### src/rtl/fp_int2fp_pipe_pkg.sv
// Shared FPU conversion definitions: rounding-mode encoding, format constant helpers
// and the per-stage control record used by the int-to-float pipeline.
package fp_int2fp_pipe_pkg;

  typedef enum logic [1:0] {
    RND_RNE = 2'b00,
    RND_RTZ = 2'b01,
    RND_RDN = 2'b10,
    RND_RUP = 2'b11
  } fp_rnd_mode_t;

  // Widest encoding the helpers can describe; callers slice down to their format.
  localparam int FP_MAX_WIDTH = 128;

  function automatic int fp_bias(input int exp_w);
    return (1 << (exp_w - 1)) - 1;
  endfunction

  // Magnitude bits (sign excluded) of +Inf: all-ones exponent, zero fraction.
  function automatic logic [FP_MAX_WIDTH-1:0] fp_inf_mag(input int exp_w, input int mant_w);
    logic [FP_MAX_WIDTH-1:0] r;
    r = '0;
    for (int i = 0; i < exp_w; i++) r[mant_w+i] = 1'b1;
    return r;
  endfunction

  // Magnitude bits of the largest finite value: exponent all-ones minus one, fraction all ones.
  function automatic logic [FP_MAX_WIDTH-1:0] fp_max_mag(input int exp_w, input int mant_w);
    logic [FP_MAX_WIDTH-1:0] r;
    r = fp_inf_mag(exp_w, mant_w);
    r[mant_w] = 1'b0;
    for (int i = 0; i < mant_w; i++) r[i] = 1'b1;
    return r;
  endfunction

  // Width-independent part of a pipeline slot; id, exponent and mantissa sit beside it
  // because their widths follow the instance parameters.
  typedef struct packed {
    logic         valid;
    logic         sign;
    logic         zero;
    fp_rnd_mode_t rnd;
  } fp_stage_ctl_t;

endpackage

### src/rtl/fp_int2fp_pipe_lzc.sv
// Parametrised leading-zero counter; an all-zero input reports WIDTH.
module fp_lzc #(
  parameter  int WIDTH = 64,
  localparam int CW    = $clog2(WIDTH) + 1
) (
  input  logic [WIDTH-1:0] data,
  output logic [CW-1:0]    count
);

  logic found;

  always_comb begin
    count = CW'(WIDTH);
    found = 1'b0;
    for (int i = WIDTH - 1; i >= 0; i--) begin
      if (!found && data[i]) begin
        count = CW'(WIDTH - 1 - i);
        found = 1'b1;
      end
    end
  end

endmodule

### src/rtl/fp_int2fp_pipe.sv
// Three-stage integer to IEEE-754 converter (capture, normalise, round/pack) with global stall.
// Optional macro FP_INT2FP_ROUND_MODE_EN adds a per-operation rnd_mode port; otherwise RNE only.
module fp_int2fp_pipe
  import fp_int2fp_pipe_pkg::*;
#(
  parameter  int INT_WIDTH  = 64,
  parameter  int EXP_WIDTH  = 11,
  parameter  int MANT_WIDTH = 52,
  parameter  int ID_WIDTH   = 6,
  localparam int FP_WIDTH   = 1 + EXP_WIDTH + MANT_WIDTH
) (
  input  logic                 clk,
  input  logic                 rst,
  input  logic                 stall,
  input  logic                 in_valid,
  input  logic                 in_signed,
  input  logic [ID_WIDTH-1:0]  in_id,
  input  logic [INT_WIDTH-1:0] op0,
`ifdef FP_INT2FP_ROUND_MODE_EN
  input  logic [1:0]           rnd_mode,
`endif
  output logic                 out_valid,
  output logic [ID_WIDTH-1:0]  out_id,
  output logic [FP_WIDTH-1:0]  res,
  output logic                 out_inexact,
  output logic                 out_overflow
);

  // Handshake: in_valid qualifies the operand only when stall is low; there is no ready.
  // out_valid marks a result for one enabled cycle and holds with everything else under stall.

  localparam int LZW = $clog2(INT_WIDTH) + 1;
  localparam int XW  = ((LZW > EXP_WIDTH) ? LZW : EXP_WIDTH) + 2;

  localparam logic [FP_MAX_WIDTH-1:0] INF_MAG = fp_inf_mag(EXP_WIDTH, MANT_WIDTH);
  localparam logic [FP_MAX_WIDTH-1:0] MAX_MAG = fp_max_mag(EXP_WIDTH, MANT_WIDTH);
  localparam logic [FP_WIDTH-2:0]     INF_BITS = INF_MAG[FP_WIDTH-2:0];
  localparam logic [FP_WIDTH-2:0]     MAX_BITS = MAX_MAG[FP_WIDTH-2:0];
  localparam logic [XW-1:0]           BIAS     = XW'(fp_bias(EXP_WIDTH));
  localparam logic [XW-1:0]           EXP_MAX  = XW'((1 << EXP_WIDTH) - 1);

  // ---------------- S1: capture sign and magnitude ----------------
  logic                 s1_valid;
  logic                 s1_sign;
  fp_rnd_mode_t         s1_rnd;
  logic [ID_WIDTH-1:0]  s1_id;
  logic [INT_WIDTH-1:0] s1_mag;

  logic                 op_neg;
  logic [INT_WIDTH-1:0] mag_d;
  fp_rnd_mode_t         rnd_d;

  always_comb begin
    op_neg = in_signed & op0[INT_WIDTH-1];
    // Negating the most negative value wraps to 2^(INT_WIDTH-1), the correct unsigned magnitude.
    mag_d  = op_neg ? (~op0 + INT_WIDTH'(1)) : op0;
`ifdef FP_INT2FP_ROUND_MODE_EN
    rnd_d  = fp_rnd_mode_t'(rnd_mode);
`else
    rnd_d  = RND_RNE;
`endif
  end

  always_ff @(posedge clk or posedge rst) begin
    if (rst) begin
      s1_valid <= 1'b0;
      s1_sign  <= 1'b0;
      s1_rnd   <= RND_RNE;
      s1_id    <= '0;
      s1_mag   <= '0;
    end else if (!stall) begin
      s1_valid <= in_valid;
      s1_sign  <= op_neg;
      s1_rnd   <= rnd_d;
      s1_id    <= in_id;
      s1_mag   <= mag_d;
    end
  end

  // ---------------- S2: normalise ----------------
  fp_stage_ctl_t        s2_ctl;
  logic [ID_WIDTH-1:0]  s2_id;
  logic [XW-1:0]        s2_exp;
  logic [INT_WIDTH-2:0] s2_tail;

  logic [LZW-1:0]       lz;
  logic [INT_WIDTH-1:0] norm_d;
  logic [XW-1:0]        exp_d;

  fp_lzc #(.WIDTH(INT_WIDTH)) u_lzc (
    .data  (s1_mag),
    .count (lz)
  );

  always_comb begin
    norm_d = s1_mag << lz;
    exp_d  = XW'(INT_WIDTH - 1) - XW'(lz);
  end

  always_ff @(posedge clk or posedge rst) begin
    if (rst) begin
      s2_ctl  <= '0;
      s2_id   <= '0;
      s2_exp  <= '0;
      s2_tail <= '0;
    end else if (!stall) begin
      s2_ctl.valid <= s1_valid;
      s2_ctl.sign  <= s1_sign;
      // After normalisation the top bit is clear only for a zero magnitude.
      s2_ctl.zero  <= ~norm_d[INT_WIDTH-1];
      s2_ctl.rnd   <= s1_rnd;
      s2_id        <= s1_id;
      s2_exp       <= exp_d;
      s2_tail      <= norm_d[INT_WIDTH-2:0];
    end
  end

  // ---------------- S3: round and pack ----------------
  logic [MANT_WIDTH-1:0] frac;
  logic                  guard;
  logic                  sticky;

  if (INT_WIDTH - 1 > MANT_WIDTH) begin : g_round
    localparam int GB = INT_WIDTH - 2 - MANT_WIDTH;
    assign frac  = s2_tail[INT_WIDTH-2 -: MANT_WIDTH];
    assign guard = s2_tail[GB];
    if (GB > 0) begin : g_sticky
      assign sticky = |s2_tail[GB-1:0];
    end else begin : g_no_sticky
      assign sticky = 1'b0;
    end
  end else begin : g_exact
    // Every integer fits the fraction, so nothing is ever dropped.
    assign frac   = MANT_WIDTH'(s2_tail) << (MANT_WIDTH - (INT_WIDTH - 1));
    assign guard  = 1'b0;
    assign sticky = 1'b0;
  end

  logic                  round_up;
  logic                  sat_max;
  logic [MANT_WIDTH:0]   mant_rnd;
  logic [XW-1:0]         biased;
  logic                  ovf;
  logic [FP_WIDTH-1:0]   res_d;
  logic                  inexact_d;

  always_comb begin
    round_up = 1'b0;
    sat_max  = 1'b0;
    case (s2_ctl.rnd)
      RND_RNE: round_up = guard & (sticky | frac[0]);
      RND_RTZ: begin
        round_up = 1'b0;
        sat_max  = 1'b1;
      end
      RND_RDN: begin
        round_up = s2_ctl.sign & (guard | sticky);
        sat_max  = ~s2_ctl.sign;
      end
      RND_RUP: begin
        round_up = ~s2_ctl.sign & (guard | sticky);
        sat_max  = s2_ctl.sign;
      end
    endcase

    // A carry out of the fraction leaves it zero and bumps the exponent.
    mant_rnd  = {1'b0, frac} + (MANT_WIDTH+1)'(round_up);
    biased    = s2_exp + XW'(mant_rnd[MANT_WIDTH]) + BIAS;
    ovf       = ~s2_ctl.zero & (biased >= EXP_MAX);
    inexact_d = ~s2_ctl.zero & (guard | sticky | ovf);

    if (s2_ctl.zero)
      res_d = '0;
    else if (ovf)
      res_d = {s2_ctl.sign, sat_max ? MAX_BITS : INF_BITS};
    else
      res_d = {s2_ctl.sign, biased[EXP_WIDTH-1:0], mant_rnd[MANT_WIDTH-1:0]};
  end

  always_ff @(posedge clk or posedge rst) begin
    if (rst) begin
      out_valid    <= 1'b0;
      out_id       <= '0;
      res          <= '0;
      out_inexact  <= 1'b0;
      out_overflow <= 1'b0;
    end else if (!stall) begin
      out_valid    <= s2_ctl.valid;
      out_id       <= s2_id;
      res          <= res_d;
      out_inexact  <= inexact_d;
      out_overflow <= ovf;
    end
  end

endmodule

### config.mk
export PLATFORM = sky130hd
export DESIGN_NAME = fp_int2fp_pipe
export DESIGN_NICKNAME = d
export VERILOG_FILES = /design/src/rtl/fp_int2fp_pipe_pkg.sv /design/src/rtl/fp_int2fp_pipe_lzc.sv /design/src/rtl/fp_int2fp_pipe.sv
export SDC_FILE = /design/constraint.sdc
export NUM_CORES = 1
export LEC_CHECK = 0
export ABC_AREA = 1
export CAP_MARGIN = 40
export CELL_PAD_IN_SITES_DETAIL_PLACEMENT = 1
export CELL_PAD_IN_SITES_GLOBAL_PLACEMENT = 1
export CORE_MARGIN = 10
export CORE_UTILIZATION = 42
export CTS_BUF_LIST = sky130_fd_sc_hd__clkbuf_16
export DETAILED_ROUTE_END_ITERATION = 12
export PLACE_DENSITY = 0.78
export SLEW_MARGIN = 20
export SYNTH_ARGS = -nofsm -noshare
export SYNTH_HDL_FRONTEND = slang
export SYNTH_SLANG_ARGS = --single-unit
### constraint.sdc
create_clock -name clk -period 8.55 [get_ports clk]
set_input_delay 1.71 -clock clk [delete_from_list [all_inputs] [get_ports clk]]
set_output_delay 1.71 -clock clk [all_outputs]
set_load 0.02 [all_outputs]
==> results of run 1 <==
registers in the layout (all words and copies together), names as in the netlist:
signal	count
res	64
s1_mag	64
s2_tail	63
s2_exp	7
out_id	6
s1_id	6
s2_id	6
s2_ctl	3
out_inexact	1
out_overflow	1
out_valid	1
s1_sign	1
s1_valid	1
layer usage:
layer / share of wire (%) / up-vias
li1: - / 8459
met4: 2.5 / 0
met2: 48 / 363
met5: 0 / -
met3: 3.5 / 71
met1: 46 / 8681
area by class of cell:
| cell class | instances | share of cell area [%] |
|---|---|---|
| multi-input cells | 1886 | 48.7 |
| flip-flops and latches | 224 | 29.9 |
| clock buffers | 25 | 3.33 |
| repair buffers | 168 | 8.86 |
| clock inverters | 18 | 1.19 |
| inverters | 224 | 4.60 |
| well taps | 518 | 3.45 |
critical path, delay by kind of cell (launching register included):
kind | cells | cell delay [ns]
AO/OA/AOI/OAI | 1 | 0.08
flip-flops | 1 | 0.44
AND/OR/NAND/NOR | 37 | 5.15
buffers and inverters | 4 | 0.88
power breakdown:
group	internal (W)	leakage [nW]	switching [W]
Sequential	0.00124	2.75	0.000180
Clock	0.000683	0.421	0.000452
Combinational	0.000418	5.52	0.000813
Total	0.00234	8.69	0.00145
cell usage in the layout, fill, tap and decap left out, types with 3 or more instances in the layout:
cell type and instances:
nand2_1 608, nand3_1 522, dfrtp_1 224, inv_1 218
o21ai_0 178, nor2_1 176, clkdlybuf4s50_1 146, a21oi_1 79
nor3_1 59, nand4_1 54, o21ai_1 35, nor4_1 27
clkbuf_16 25, xnor2_1 19, buf_4 19, a32o_1 18
nor2_2 13, nor2_4 8, o21bai_1 7, xor2_1 7
nand4_2 7, nand2_2 7, inv_2 6, nand3_2 6
a22o_1 5, o221ai_1 5, a31oi_1 5, ha_1 5
bufinv_16 5, o31ai_1 4, a21o_1 4, clkinv_1 4
and3_1 3, or2_2 3, a2111oi_0 3, o21ai_2 3
inv_6 3
logic make-up after synthesis:
group                    count (synthesis)  share of synthesized area, %
buffers and inverters                  350                          10.9
XOR/XNOR                                26                          1.38
adder cells (fa/ha/maj)                  5                         0.379
AND/OR/NAND/NOR                       1499                          41.2
AO/OA/AOI/OAI                          356                          12.2
flip-flops                             224                          33.9
stage by stage:
step / hold slack (ns) / util [%] / instance area [µm²] / std cells / power (W)
finish: 0.462 / 48.4 / 18800 / 3063 / 0.00378
global route: 0.503 / 48.4 / 18800 / 3063 / 0.00401
CTS: 0.465 / 48.4 / 18700 / 3062 / 0.00380
detailed placement: 0.458 / 46.2 / 17900 / 3019 / 0.00265
global placement: 0.451 / 46.2 / 17900 / 3019 / 0.00261
floorplan: 0.442 / - / 16500 / 2460 / 0.00218
path summary, 6_finish.rpt:
path                                         from                       to  slack [ns]  depth (start not counted)
setup / recovery           s1_mag[60]$_DFFE_PP0N_  s2_tail[57]$_DFFE_PP0N_        1.88                         42
hold / removal               s2_id[5]$_DFFE_PP0N_    out_id[5]$_DFFE_PP0N_        0.46                          2
setup reg to reg           s1_mag[60]$_DFFE_PP0N_  s2_tail[57]$_DFFE_PP0N_        1.88                         42
hold reg to reg              s2_id[5]$_DFFE_PP0N_    out_id[5]$_DFFE_PP0N_        0.46                          2
max in group asynchronous                     rst    out_id[3]$_DFFE_PP0N_        5.73                          3
min in group asynchronous                     rst      res[61]$_DFFE_PP0N_        1.66                          2
==> reports/metrics.csv, run 1 <==
stage,metric,value,unit
synthesis,synthArstFlopShare,100,%
placement,port_buffers,147,
die,die_h,218,µm
global_route,grt_pass1_wl,97500,µm
synthesis,ys_warn_count,0,
sta,tns,0,ns
sta,tightestPinTransition,0.784,ns
routing,drc,0,
sta,rsz0062_at_grt,false,
routing,wire_per_inst,19.7,µm
clock_tree,cts_tree,yes,
global_route,grt_max_degree,129,
routing,antenna_left,0,
routing,viasPerCell,5.74,
clock_tree,cts_resized,0,
final_layout,nFillCells,5137,
clock_tree,clock_path_buffers,3,
global_route,grt_pass1_vias,17900,
job,drv_cap,0,
routing,drt_iter0_drc,1324,
sta,setup_viol,0,
sta,maxSlewHeadroom,47.6,%
setup_path,critical_path_class,reg2reg,
setup_path,worstPathArrival,7.15,ns
die,die-area,0.0477,mm²
synthesis,synthTopCellsByArea,"dfrtp_1 34%, nand3_1 16%, nand2_1 14%, o21ai_0 5.4%, inv_1 4.9%",
power,p_per_area,202,mW/mm²
placement,place_ws,1.96,ns
sta,post-route-period-util,78.1,%
clock_tree,numClockSinks,224,
sta,fin_crit,6.68,ns
hold_path,hold_path.class,reg2reg,
final_layout,antenna_cells,0,
sta,max_freq,0.150,GHz
setup_path,critPathMaxFanout,61,
final_layout,drive_gt1_share,4.60,%
synthesis,ys_seq_area_share,33.9,%
clock_tree,clock_latency,0.55,ns
synthesis,syn_nets,2540,
die,ioPinCount,148,
setup_path,cp_slowest_stage_delay,0.44,ns
synthesis,ys_top_cells_by_count,"609 x nand2_1, 522 x nand3_1, 224 x dfrtp_1",
sta,slew_violations,0,
global_route,antenna_found_initial,0,
routing,wirelength,60400,µm
setup_path,cp.required,9.03,ns
clock_tree,root_buffer,clkbuf_16,
die,die_x,218,µm
clock_tree,htreeDepth,1,
power,ir_drop,0.134,mV
placement,dp_hpwl,46100,µm
final_layout,nets,2609,
setup_path,cpMostUsedCell,nor2_2,
final_layout,regArea,0.00561,mm²
global_route,busiest_layer,met2,
setup_path,crit_slowest_cell,dfrtp_1,
routing,via_count,17600,
synthesis,synth.most_common_cell,nand2_1,
synthesis,synth_area,0.0165,mm²
global_route,grtUsageMet3,2.24,%
clock_tree,cts_made_buffers,25,
die,coreArea,0.0387,mm²
synthesis,ys_ff_latch,224,
clock_tree,cts-hold-fix-buffers,0,
synthesis,syn_inst,2460,
setup_path,cp-end-kind,flip-flop,
global_route,overflow,0,
global_route,track_usage,24.7,%
routing,dr.pass1.iters,5,
setup_path,cp-start-kind,flip-flop,
final_layout,multi_input_area,0.00913,mm²
synthesis,yosys.area.top_type_share,33.9,%
clock_tree,cts_post_setup_buffers_inserted,0,
clock_tree,path_clk_slew,0.07,ns
synthesis,synth_edf_count,0,
placement,place_congestion,0.939,
synthesis,avgSynthCellArea,6.72,µm²
sta,hold_violations,0,
sta,layout_setup_ws,1.88,ns
die,start_util,42.6,%
status,outcome,finished clean,
synthesis,ys_types,56,
synthesis,synth_area_leader_cell,dfrtp_1,
global_route,groute.layer.met2.usage,41.5,%
power,power_leakage,8.69,nW
final_layout,synthToLayoutAreaGrowth,13.5,%
die,num_rows,72,
sta,fin_worst_skew,0.0130,ns
synthesis,ys.flop_type,dfrtp_1,
global_route,use_met1,33.5,%
Power figures use the tool's default switching activity.
==> run 2, diff against run 1 <==
==> constraint.sdc (replaced) <==
create_clock -name clk -period 6.8 [get_ports clk]
set_input_delay 1.36 -clock clk [delete_from_list [all_inputs] [get_ports clk]]
set_output_delay 1.36 -clock clk [all_outputs]
set_load 0.02 [all_outputs]
==> reports/metrics.csv, run 2 (synthesis gave the netlist of run 1 again) <==
stage,metric,value,unit,change
status,outcome,finished clean,,
clock_tree,clock_latency,0.55,ns,about the same
setup_path,critPathMaxFanout,45,,-26%
setup_path,reg2reg_depth,42,,unchanged
routing,wire_per_inst,20.0,µm,+1.7%
placement,dp_hpwl,46100,µm,about the same
die,die-area,0.0477,mm²,unchanged
hold_path,hold_path.class,reg2reg,,
setup_path,cp_slowest_stage_delay,0.44,ns,about the same
die,num_rows,72,,unchanged
sta,slew_violations,0,,unchanged
final_layout,layout.cells.most_common,nand2_1,,
sta,fin_crit,6.30,ns,-0.371 ns
routing,drc,0,,unchanged
global_route,antenna_found_initial,0,,unchanged
routing,dr.pass1.iters,5,,unchanged
final_layout,synthToLayoutAreaGrowth,15.7,%,
clock_tree,cts_tree,yes,,
clock_tree,numClockSinks,224,,unchanged
sta,rsz0062_at_grt,true,,
clock_tree,cts-hold-fix-buffers,0,,unchanged
setup_path,regToRegSetupSlack,0.50,ns,-1.38 ns
final_layout,final_cell_mix,"606 x nand2_1, 514 x nand3_1, 223 x dfrtp_1, 221 x inv_1, 178 x o21ai_0",,
setup_path,reg2reg_from,s1_mag[60]$_DFFE_PP0N_,,
global_route,grt_pass1_wl,97700,µm,+0.22%
final_layout,final_cell_count_no_fill,3084,,+0.69%
sta,post-route-period-util,92.7,%,+15 points
sta,holdWs,0.475,ns,+0.0128 ns
routing,viasPerCell,5.81,,+1.3%
sta,tightestPinTransition,0.742,ns,-0.0427 ns
die,coreArea,0.0387,mm²,unchanged
final_layout,antenna_cells,0,,unchanged
setup_path,cp.required,7.23,ns,-1.80 ns
die,start_util,42.6,%,unchanged
clock_tree,root_buffer,clkbuf_16,,
final_layout,drive_gt1_share,6.08,%,+1.5 points
routing,drt_iter0_drc,1607,,+21%
die,die_x,218,µm,unchanged
clock_tree,cts_made_buffers,25,,unchanged
placement,place_congestion,0.964,,+2.7%
setup_path,cpMostUsedCell,nor2_2,,
routing,antenna_left,0,,unchanged
clock_tree,clock_path_buffers,3,,unchanged
setup_path,worstPathArrival,6.73,ns,-0.42 ns
global_route,grt_pass1_vias,17900,,-0.084%
sta,fin_worst_skew,0.0147,ns,+0.00173 ns
clock_tree,htreeDepth,1,,unchanged
placement,place_area,0.0180,mm²,+0.51%
power,power_leakage,8.86,nW,+1.9%
setup_path,critical_path_class,reg2reg,,
setup_path,endpoint,s2_tail[62]$_DFFE_PP0N_,,
routing,via_count,17900,,+2.0%
sta,max_freq,0.159,GHz,+5.9%
job,drv_cap,0,,unchanged
power,p_per_area,246,mW/mm²,+22%
setup_path,crit_slowest_cell,dfrtp_2,,
sta,maxSlewHeadroom,49.3,%,+1.6 points
final_layout,top_regs,"res x64, s1_mag x64, s2_tail x63",,
placement,place_inst,3024,,+0.17%
setup_path,r2r_end,s2_tail[62]$_DFFE_PP0N_,,
sta,hold_violations,0,,unchanged
routing,wirelength,61800,µm,+2.4%
final_layout,nets,2628,,+0.73%
power,ir_drop,0.175,mV,+31%
global_route,grt_max_degree,129,,unchanged
setup_path,cp-start-kind,flip-flop,,
setup_path,crit_path_start,s1_mag[60]$_DFFE_PP0N_,,
setup_path,cp-end-kind,flip-flop,,
global_route,track_usage,24.8,%,+0.076 points
final_layout,fin_area,0.0191,mm²,+1.9%
die,die_h,218,µm,unchanged
placement,port_buffers,147,,unchanged
final_layout,fin_util,49.4,%,+0.93 points
clock_tree,path_clk_slew,0.06,ns,about the same
global_route,overflow,0,,unchanged
sta,tns,0,ns,unchanged
die,ioPinCount,148,,unchanged
sta,setup_viol,0,,unchanged
## run 2: cell count changes in the layout (fill, tap and decap cells not counted), sizes merged
| cell | before | now |
|---|---|---|
| bufinv | 6 | 3 |
| buf | 22 | 38 |
| inv | 228 | 229 |
| clkbuf | 25 | 28 |
| clkinv | 6 | 10 |
## run 2: stage by stage
stage               setup slack (ns)  power, W
global route                 -0.0546   0.00498
finish                         0.496   0.00471
global placement               0.536   0.00328
detailed placement             0.241   0.00333
floorplan                       1.76   0.00275
CTS                            0.174   0.00467
## run 2: cell type report
| class | instances | area [µm²] |
|---|---|---|
| well taps | 518 | 648 |
| clock buffers | 25 | 626 |
| fillers | 5141 | 19600 |
| repair buffers | 187 | 1990 |
| multi-input cells | 1886 | 9240 |
| flip-flops and latches | 224 | 5610 |
| clock inverters | 20 | 148 |
| inverters | 224 | 862 |
## run 2: how the worst min path moves through the flow
stage / depth (start not counted) / slack, ns / endpoint / start
CTS: 2 / 0.47 / out_overflow$_DFFE_PP0N_ / out_overflow$_DFFE_PP0N_
finish: 2 / 0.47 / out_overflow$_DFFE_PP0N_ / out_overflow$_DFFE_PP0N_
floorplan: 2 / 0.44 / out_id[0]$_DFFE_PP0N_ / s2_id[0]$_DFFE_PP0N_
global route: 2 / 0.50 / out_id[3]$_DFFE_PP0N_ / s2_id[3]$_DFFE_PP0N_
global placement: 2 / 0.45 / out_id[3]$_DFFE_PP0N_ / s2_id[3]$_DFFE_PP0N_
detailed placement: 2 / 0.46 / out_overflow$_DFFE_PP0N_ / out_overflow$_DFFE_PP0N_
## run 2: timing repair
item | in CTS | in global routing
resized for setup | 0 | 43
setup endpoints to repair | 0 | 69
buffers inserted | 0 | 9
## run 2: worst max-delay path: cells and delay by family, from the launching register on
family                 cells  cell delay, ns
buffers and inverters      3            0.45
AO/OA/AOI/OAI              3            0.45
flip-flops                 1            0.44
AND/OR/NAND/NOR           36            4.84
## run 2: layer usage
metal  global-route usage (%)  vias to the layer above  routed length, µm
met5                        0                        -                  0
met4                     8.33                        0               1920
met3                     2.85                      107               3220
met2                     40.6                      528              29100
met1                     33.4                     8768              27500
li1                         -                     8520                  -
## run 2: where the power goes
group	internal (W)	switching (W)	total, W
registers	0.00155	0.000234	0.00179
clock network	0.000743	0.000569	0.00131
logic	0.000559	0.00105	0.00160
